[config.mk]
export PLATFORM = sky130hd
export DESIGN_NAME = instr_fetch
export DESIGN_NICKNAME = d
export VERILOG_FILES = /design/src/rtl/fetch_pkg.sv /design/src/rtl/branch_lut.sv /design/src/rtl/instr_fetch.sv
export SDC_FILE = /design/constraint.sdc
export NUM_CORES = 1
export LEC_CHECK = 0
export ABC_AREA = 1
export CORE_AREA = 3 3 113 115
export DETAILED_ROUTE_END_ITERATION = 8
export DIE_AREA = 0 0 116 118
export PLACE_DENSITY = 0.83
export RECOVER_POWER = 50
export SYNTH_ARGS = -nofsm -noshare
export SYNTH_HDL_FRONTEND = slang
export SYNTH_SLANG_ARGS = --single-unit
[constraint.sdc]
create_clock -name Clk -period 4.5 [get_ports Clk]
set_input_delay 1.35 -clock Clk [delete_from_list [all_inputs] [get_ports Clk]]
set_output_delay 1.35 -clock Clk [all_outputs]
set_load 0.02 [all_outputs]
[src/rtl/fetch_pkg.sv]
// Shared definitions for the instruction fetch unit: FSM state type,
// the halt encoding, default geometry and the opcode field position.
package fetch_pkg;

    typedef enum logic [1:0] {
        IDLE = 2'd0,
        RUN  = 2'd1,
        HALT = 2'd2
    } fetch_state_t;

    localparam logic [8:0] HALT_INSTR = 9'h1FF;

    localparam int PC_W_DEF   = 10;
    localparam int LUT_AW_DEF = 4;

    // Opcode field of the 9-bit instruction, consumed by the decoder.
    localparam int OP_MSB = 8;
    localparam int OP_LSB = 6;

endpackage

[src/rtl/branch_lut.sv]
// Writable branch-target table: one synchronous write port, one
// combinational read port. Write gating is decided by the parent.
module branch_lut #(
    parameter int LUT_AW = 4,
    parameter int PC_W   = 10
) (
    input  logic              clk,
    input  logic              wen,
    input  logic [LUT_AW-1:0] waddr,
    input  logic [PC_W-1:0]   wdata,
    input  logic [LUT_AW-1:0] raddr,
    output logic [PC_W-1:0]   rdata
);

    logic [PC_W-1:0] mem [2**LUT_AW];

    // Store a branch target on a write strobe.
    // NOTE: the table has no reset; entries are meaningful only once written,
    // and leaving it unreset lets it map onto plain storage.
    // NOTE: sequential state uses non-blocking assignment so every register
    // samples pre-edge values regardless of block ordering.
    always_ff @(posedge clk) begin
        if (wen) begin
            mem[waddr] <= wdata;
        end
    end

    assign rdata = mem[raddr];

endmodule

[src/rtl/instr_fetch.sv]
// Instruction fetch unit: program counter, start/run/halt sequencing and
// single-cycle branch resolution through the branch LUT.
// Optional feature: define FETCH_CYCLE_CT_EN to add the saturating CycleCt
// counter of edges spent in RUN.
module instr_fetch
    import fetch_pkg::*;
#(
    parameter int PC_W   = PC_W_DEF,
    parameter int LUT_AW = LUT_AW_DEF
) (
    input  logic              Clk,
    input  logic              Reset,
    input  logic              Start,
    input  logic [8:0]        Instr,
    input  logic              BranchEn,
    input  logic              Taken,
    input  logic              LutWen,
    input  logic [LUT_AW-1:0] LutAddr,
    input  logic [PC_W-1:0]   LutData,
    output logic [PC_W-1:0]   ProgCtr,
    output logic              Running,
    output logic              Done
`ifdef FETCH_CYCLE_CT_EN
    ,
    output logic [15:0]       CycleCt
`endif
);

    localparam logic [PC_W-1:0] PC_ONE = {{(PC_W-1){1'b0}}, 1'b1};

    fetch_state_t    state;
    logic [PC_W-1:0] branch_target;
    logic            lut_wen;

    // The table is only writable while no program is executing.
    assign lut_wen = LutWen && (state != RUN);

    branch_lut #(
        .LUT_AW (LUT_AW),
        .PC_W   (PC_W)
    ) u_lut (
        .clk   (Clk),
        .wen   (lut_wen),
        .waddr (LutAddr),
        .wdata (LutData),
        .raddr (Instr[LUT_AW-1:0]),
        .rdata (branch_target)
    );

    // Sequencing FSM and next-PC selection; halt outranks a taken branch.
    always_ff @(posedge Clk) begin
        if (Reset || Start) begin
            state   <= IDLE;
            ProgCtr <= '0;
        end else begin
            case (state)
                IDLE: state <= RUN;
                RUN: begin
                    if (Instr == HALT_INSTR) begin
                        state <= HALT;
                    end else if (BranchEn && Taken) begin
                        ProgCtr <= branch_target;
                    end else begin
                        ProgCtr <= ProgCtr + PC_ONE;
                    end
                end
                HALT:    state <= HALT;
                default: state <= IDLE;
            endcase
        end
    end

    assign Running = (state == RUN);
    assign Done    = (state == HALT);

`ifdef FETCH_CYCLE_CT_EN
    // Count edges spent in RUN, saturating at all ones.
    always_ff @(posedge Clk) begin
        if (Reset || Start) begin
            CycleCt <= '0;
        end else if (state == RUN && CycleCt != 16'hFFFF) begin
            CycleCt <= CycleCt + 16'd1;
        end
    end
`endif

endmodule

==> run_results.csv, run 1 <==
group,metric,value,unit
placement,place_area,7870,um^2
yosys,synth-seq-area-share,0.669,
die,fp.dieH,118,um
sta,finalSetupViolations,0,
clocking,cts-root-buf,"clkbuf_16",
drt,remaining_drc_errors,0,
sta,setup_ws,1.17,ns
placement,numPortBuffers,40,
yosys,syn_nets,762,
sta,setup_tns,0,ns
drt,vias,5463,
worst_setup_path,cp_max_fo,10,
layout,finalNetCount,790,
sta,rsz0062_at_grt,"false",
yosys,synth_edf_count,160,
die,ioPinCount,41,
hold_path,min_to,"state[1]",
yosys,synthDistinctLibCells,29,
worst_setup_path,reg2reg_depth,5,
layout,regArea,5040,um^2
die,initial_core_util,0.634,
global_routing,track_usage,0.284,
layout,final_cell_mix,"nand2_1, edfxtp_1, nor2_1",
drt,drt_first_pass_iters,7,
yosys,ys_warn_count,0,
placement,hpwl,11100,um
layout,final_common_cell,"nand2_1",
pwr,finalPower,3.64,mW
drt,vias_per_cell,5.96,
layout,finalNonFillerCells,916,
yosys,synth-main-ff-cell,"edfxtp_1",
clocking,clk_latency,0.43,ns
hold_path,hp-class,"register to register",
layout,multi_input_area,1970,um^2
layout,finish.utilization,0.715,
worst_setup_path,end_kind,"register",
drt,drt_iter0_drc,982,
worst_setup_path,start_kind,"input pin",
clocking,tritoncts,"built",
global_routing,first_global_vias,5270,
yosys,syn_inst,729,
clocking,clk_pin_slew,0.06,ns
yosys,synthArstFlopShare,0,
job,drv_cap,0,
sta,whs,0.515,ns
placement,numPlacedInstances,885,
global_routing,antenna_found_initial,0,
clocking,h-tree-depth,4,
sta,worst_pin_slew,0.931,ns
sta,fmax,301,MHz
pwr,vdd_ir_drop_max,0.291,mV
placement,place_ws,0.885,ns
drt,wl_per_cell,20.4,um
global_routing,grt_overflow,0,
layout,antenna_cells,0,
drt,drt-total-wl,18700,um
clocking,clock_path_buffers,2,
layout,stdcell_area,8520,um^2
sta,drv_slew,0,
die,core,11900,um^2
placement,gp_congestion,0.976,
outcome,outcome,"finished, final reports clean",
clocking,cts_resized,0,
die,rows,40,
drt,antenna_left,0,
hold_path,min_path_cells,2,
yosys,syn_area,7550,um^2
sta,skew,0.00823,ns
worst_setup_path,r2r_end,"u_lut.mem[5][9]",
sta,min_period_over_period,0.739,
worst_setup_path,r2r_setup_slack,1.93,ns
yosys,postSynthAreaPerCell,10.4,um^2
clocking,ctsHoldBuffers,0,
layout,syn_to_final_growth,12.9,%
pwr,powerDensity,427,nW/um^2
worst_setup_path,worstReg2RegStart,"state[1]",
worst_setup_path,startpoint,"LutWen",
worst_setup_path,crit_type,"input pin to register",
sta,relSlewSlack,0.377,
layout,nFillCells,833,
sta,period_needed,3.33,ns
global_routing,grt_pass1_wl,28500,um
hold_path,min_from,"state[1]",
sta,hold_viol_final,0,
die,chipWidth,116,um
clocking,postCtsSetupBuffers,0,
layout,drive_above_1_share,0.0481,
worst_setup_path,worstPathRequired,4.56,ns
clocking,cts_buffers,17,
yosys,synth_seq_cells,172,
clocking,cts_sinks,172,
worst_setup_path,critical_path_arrival,3.38,ns
die,dieArea,13700,um^2
pwr,p_leak,3.28,nW
global_routing,grt_max_degree,82,
state kept, by name (all words and copies together), names as in the netlist:
signal	count
ProgCtr	10
state	2
u_lut.mem	160
where the power goes:
part	switching, mW	internal [mW]
sequential	0.00823	1.77
clock	0.575	1.03
combinational	0.183	0.0726
total	0.766	2.87
worst max-delay path by stage:
stage,to,slack (ns),cells past startpoint
3_3_place_gp,u_lut.mem[5][5],0.94,5
2_1_floorplan,u_lut.mem[10][0],1.96,4
5_1_grt,u_lut.mem[5][7],1.10,5
6_report,u_lut.mem[5][9],1.17,5
4_1_cts,u_lut.mem[5][9],1.23,5
3_5_place_dp,u_lut.mem[5][5],0.88,5
per-layer routing:
layer / vias to the layer above / global-route usage / part of all wire
met5: - / 0 / 0
met4: 0 / 0.119 / 0.035
met3: 60 / 0.0751 / 0.11
met2: 392 / 0.427 / 0.47
met1: 2532 / 0.393 / 0.38
li1: 2479 / - / -
kinds of logic (layout without fill, tap and decap cells):
logic type | after synthesis | count (layout) | synth area share
DFF | 172 | 172 | 0.669
adders and majority gates | 4 | 4 | 0.00663
AOI/OAI and AO/OA | 77 | 77 | 0.0536
xor gates and xnor gates | 2 | 2 | 0.00232
buffers and inverters | 100 | 140 | 0.0700
and+or+nand+nor | 374 | 374 | 0.199
worst max-delay path, cell delays in order:
cell and delay (ns):
clkdlybuf4s50_1 0.46, inv_1 0.04, nor2_1 0.49, nand3b_1 0.30, nor2_1 0.74
Yosys cell counts, types with 2 or more instances:
cell	number	area (um^2)
nand3b_1	2	15.0
buf_2	10	50.1
inv_1	64	240
xnor2_1	2	17.5
o21ai_0	39	195
buf_6	11	124
inv_2	2	7.51
dfxtp_1	12	240
buf_8	2	30.0
o21ai_1	16	80.1
a21oi_1	15	75.1
nand3_1	62	310
nor2_1	119	447
nand2_1	187	702
buf_4	7	52.6
ha_1	4	50.1
o211ai_1	4	30.0
edfxtp_1	160	4800
layout make-up:
| class | count | share of cell area |
|---|---|---|
| repair buffers | 42 | 0.0482 |
| clock inverters | 13 | 0.0261 |
| clock buffers | 18 | 0.0504 |
| inverters | 67 | 0.0301 |
| flip-flops and latches | 172 | 0.592 |
| well taps | 147 | 0.0216 |
| multi-input cells | 457 | 0.232 |
Power figures use the tool's default switching activity.
==> run 2: changes to the inputs <==
--- a/config.mk
+++ b/config.mk
@@ -6,10 +6,10 @@
 export NUM_CORES = 1
 export LEC_CHECK = 0
 export ABC_AREA = 1
-export CORE_AREA = 3 3 113 115
+export CORE_AREA = 3 3 123 125
 export DETAILED_ROUTE_END_ITERATION = 8
-export DIE_AREA = 0 0 116 118
-export PLACE_DENSITY = 0.83
+export DIE_AREA = 0 0 126 128
+export PLACE_DENSITY = 0.75
 export RECOVER_POWER = 50
 export SYNTH_ARGS = -nofsm -noshare
 export SYNTH_HDL_FRONTEND = slang
==> constraint.sdc (replaced) <==
create_clock -name Clk -period 2.8 [get_ports Clk]
set_input_delay 0.84 -clock Clk [delete_from_list [all_inputs] [get_ports Clk]]
set_output_delay 0.84 -clock Clk [all_outputs]
set_load 0.02 [all_outputs]
==> run 2 against run 1 <==
Effect of this change:
- utilization is 8.8 points lower
- critical endpoint is now u_lut.mem[3][7]
- count of clock-buffer cells in the layout is 1 lower
- cell area is 3.0% higher
- worst setup slack worse by 0.97 ns
- largest cell class unchanged
- flip-flop and latch count stayed put
- highest routed layer unchanged
- clock skew hardly changed
- via count is 1.0% lower
- sequential share of layout area is 1.7 points lower
- power is 59% higher
- hold slack hardly changed
- clock power is 56% higher
==> run_results.csv, run 2 (synthesized netlist as in run 1, its figures left out) <==
group,metric,value,unit
outcome,outcome,"finished, final reports clean",
worst_setup_path,start_kind,"input pin",
die,fp.dieH,128,um
placement,hpwl,11300,um
sta,period_needed,2.59,ns
clocking,cts_sinks,172,
die,rows,43,
drt,drt_iter0_drc,657,
global_routing,grt_pass1_wl,27500,um
sta,finalSetupViolations,0,
pwr,p_leak,3.41,nW
global_routing,antenna_found_initial,0,
layout,finish.utilization,0.628,
worst_setup_path,end_kind,"register",
worst_setup_path,crit_family,"buffers and inverters",
pwr,powerDensity,657,nW/um^2
worst_setup_path,max_stage_delay,0.61,ns
layout,largest_reg_flops,160,
placement,gp_congestion,0.904,
clocking,cts_resized,0,
sta,worst_pin_slew,0.792,ns
drt,wirelength_met1,7200,um
job,drv_cap,0,
die,ioPinCount,41,
clocking,clk_pin_slew,0.07,ns
sta,drv_slew,0,
sta,setup_tns,0,ns
drt,topRoutingLayerUsed,"met4",
clocking,tritoncts,"built",
clocking,postCtsSetupBuffers,0,
layout,finalNetCount,821,
sta,skew,0.00838,ns
placement,place_ws,0.238,ns
drt,vias_per_cell,5.51,
layout,finalNonFillerCells,981,
placement,numPortBuffers,40,
worst_setup_path,path_buf_inv,4,
layout,final_cell_mix,"nand2_1, edfxtp_1, nor2_1",
clocking,clock_path_buffers,2,
worst_setup_path,cp_max_fo,10,
drt,wl_per_cell,17.8,um
layout,stdcell_area,8780,um^2
clocking,ctsHoldBuffers,0,
layout,top_regs,"u_lut.mem: 160 flops, ProgCtr: 10 flops, state: 2 flops",
worst_setup_path,worstPathRequired,2.85,ns
global_routing,track_usage,0.223,
die,core,14000,um^2
sta,rsz0062_at_grt,"false",
drt,wl_met2,8380,um
clocking,h-tree-depth,4,
die,dieArea,16100,um^2
global_routing,grt_max_degree,82,
drt,remaining_drc_errors,0,
placement,numPlacedInstances,949,
placement,place_area,8160,um^2
sta,fmax,386,MHz
worst_setup_path,critical_path_arrival,2.65,ns
die,chipWidth,126,um
hold_path,hp-class,"register to register",
sta,setup_ws,0.207,ns
drt,drt_first_pass_iters,5,
global_routing,first_global_vias,5166,
global_routing,grt_overflow,0,
sta,min_period_over_period,0.926,
clocking,clk_latency,0.43,ns
layout,final_common_cell,"nand2_1",
sta,relSlewSlack,0.472,
drt,antenna_left,0,
drt,wl_met3,1470,um
worst_setup_path,worst_path_max_delay_cell,"clkbuf_1",
drt,drt-total-wl,17500,um
worst_setup_path,worstPathCellList,"dlygate4sd3_1 > inv_1 > nor2_1 > clkbuf_1 > nand2_1 > nor2_1 > clkbuf_1",
worst_setup_path,crit_type,"input pin to register",
layout,drive_above_1_share,0.0874,
clocking,cts-root-buf,"clkbuf_16",
pwr,vdd_ir_drop_max,0.374,mV
die,initial_core_util,0.539,
drt,vias,5407,
layout,top_register,"u_lut.mem",
layout,syn_to_final_growth,16.3,%
layout,antenna_cells,0,
clocking,cts_buffers,17,
sta,hold_viol_final,0,
-- run 2: changes by cell type in the layout (fill, tap and decap cells not counted), sizes merged --
cell and change:
inv +6, dlygate4sd3 -11, clkbuf +2, clkinvlp -2
bufinv -2, buf +28, clkdlybuf4s50 +11
-- run 2: worst paths after layout --
| path | startpoint | endpoint | slack, ns | cells after the start |
|---|---|---|---|---|
| setup / recovery | LutWen | u_lut.mem[3][7] | 0.21 | 7 |
| hold / removal | state[0] | state[0] | 0.51 | 2 |
| hold reg to reg | state[0] | state[0] | 0.51 | 2 |
| setup reg to reg | state[1] | u_lut.mem[3][7] | 0.50 | 7 |
-- run 2: power by group --
group / internal [mW] / switching, mW
clock: 1.51 / 0.998
sequential: 2.84 / 0.0138
combinational: 0.134 / 0.272
total: 4.49 / 1.28
-- run 2: layout make-up --
type,instances,area (um^2)
multi-input combinational,457,1970
timing repair buffer,73,644
clock buffer,17,425
sequential,172,5040
clock inverter,15,210
fill,1075,5210
tap,180,225
inverter,67,256
-- run 2: worst min-delay path: stages, from the launching register on --
cell	delay (ns)
dfxtp_1	0.31
inv_1	0.09
a21oi_1	0.07
-- run 2: layer usage --
layer | GRT usage | up-vias
li1 | - | 2544
met1 | 0.296 | 2558
met2 | 0.352 | 266
met3 | 0.0550 | 39
met4 | 0.0965 | 0
met5 | 0 | -
-- run 2: stage by stage --
stage	power, mW	hold WS, ns
finish	5.77	0.514
floorplan	3.16	0.474
global route	5.96	0.549
detailed placement	3.32	0.513
global placement	3.30	0.488
CTS	5.80	0.523
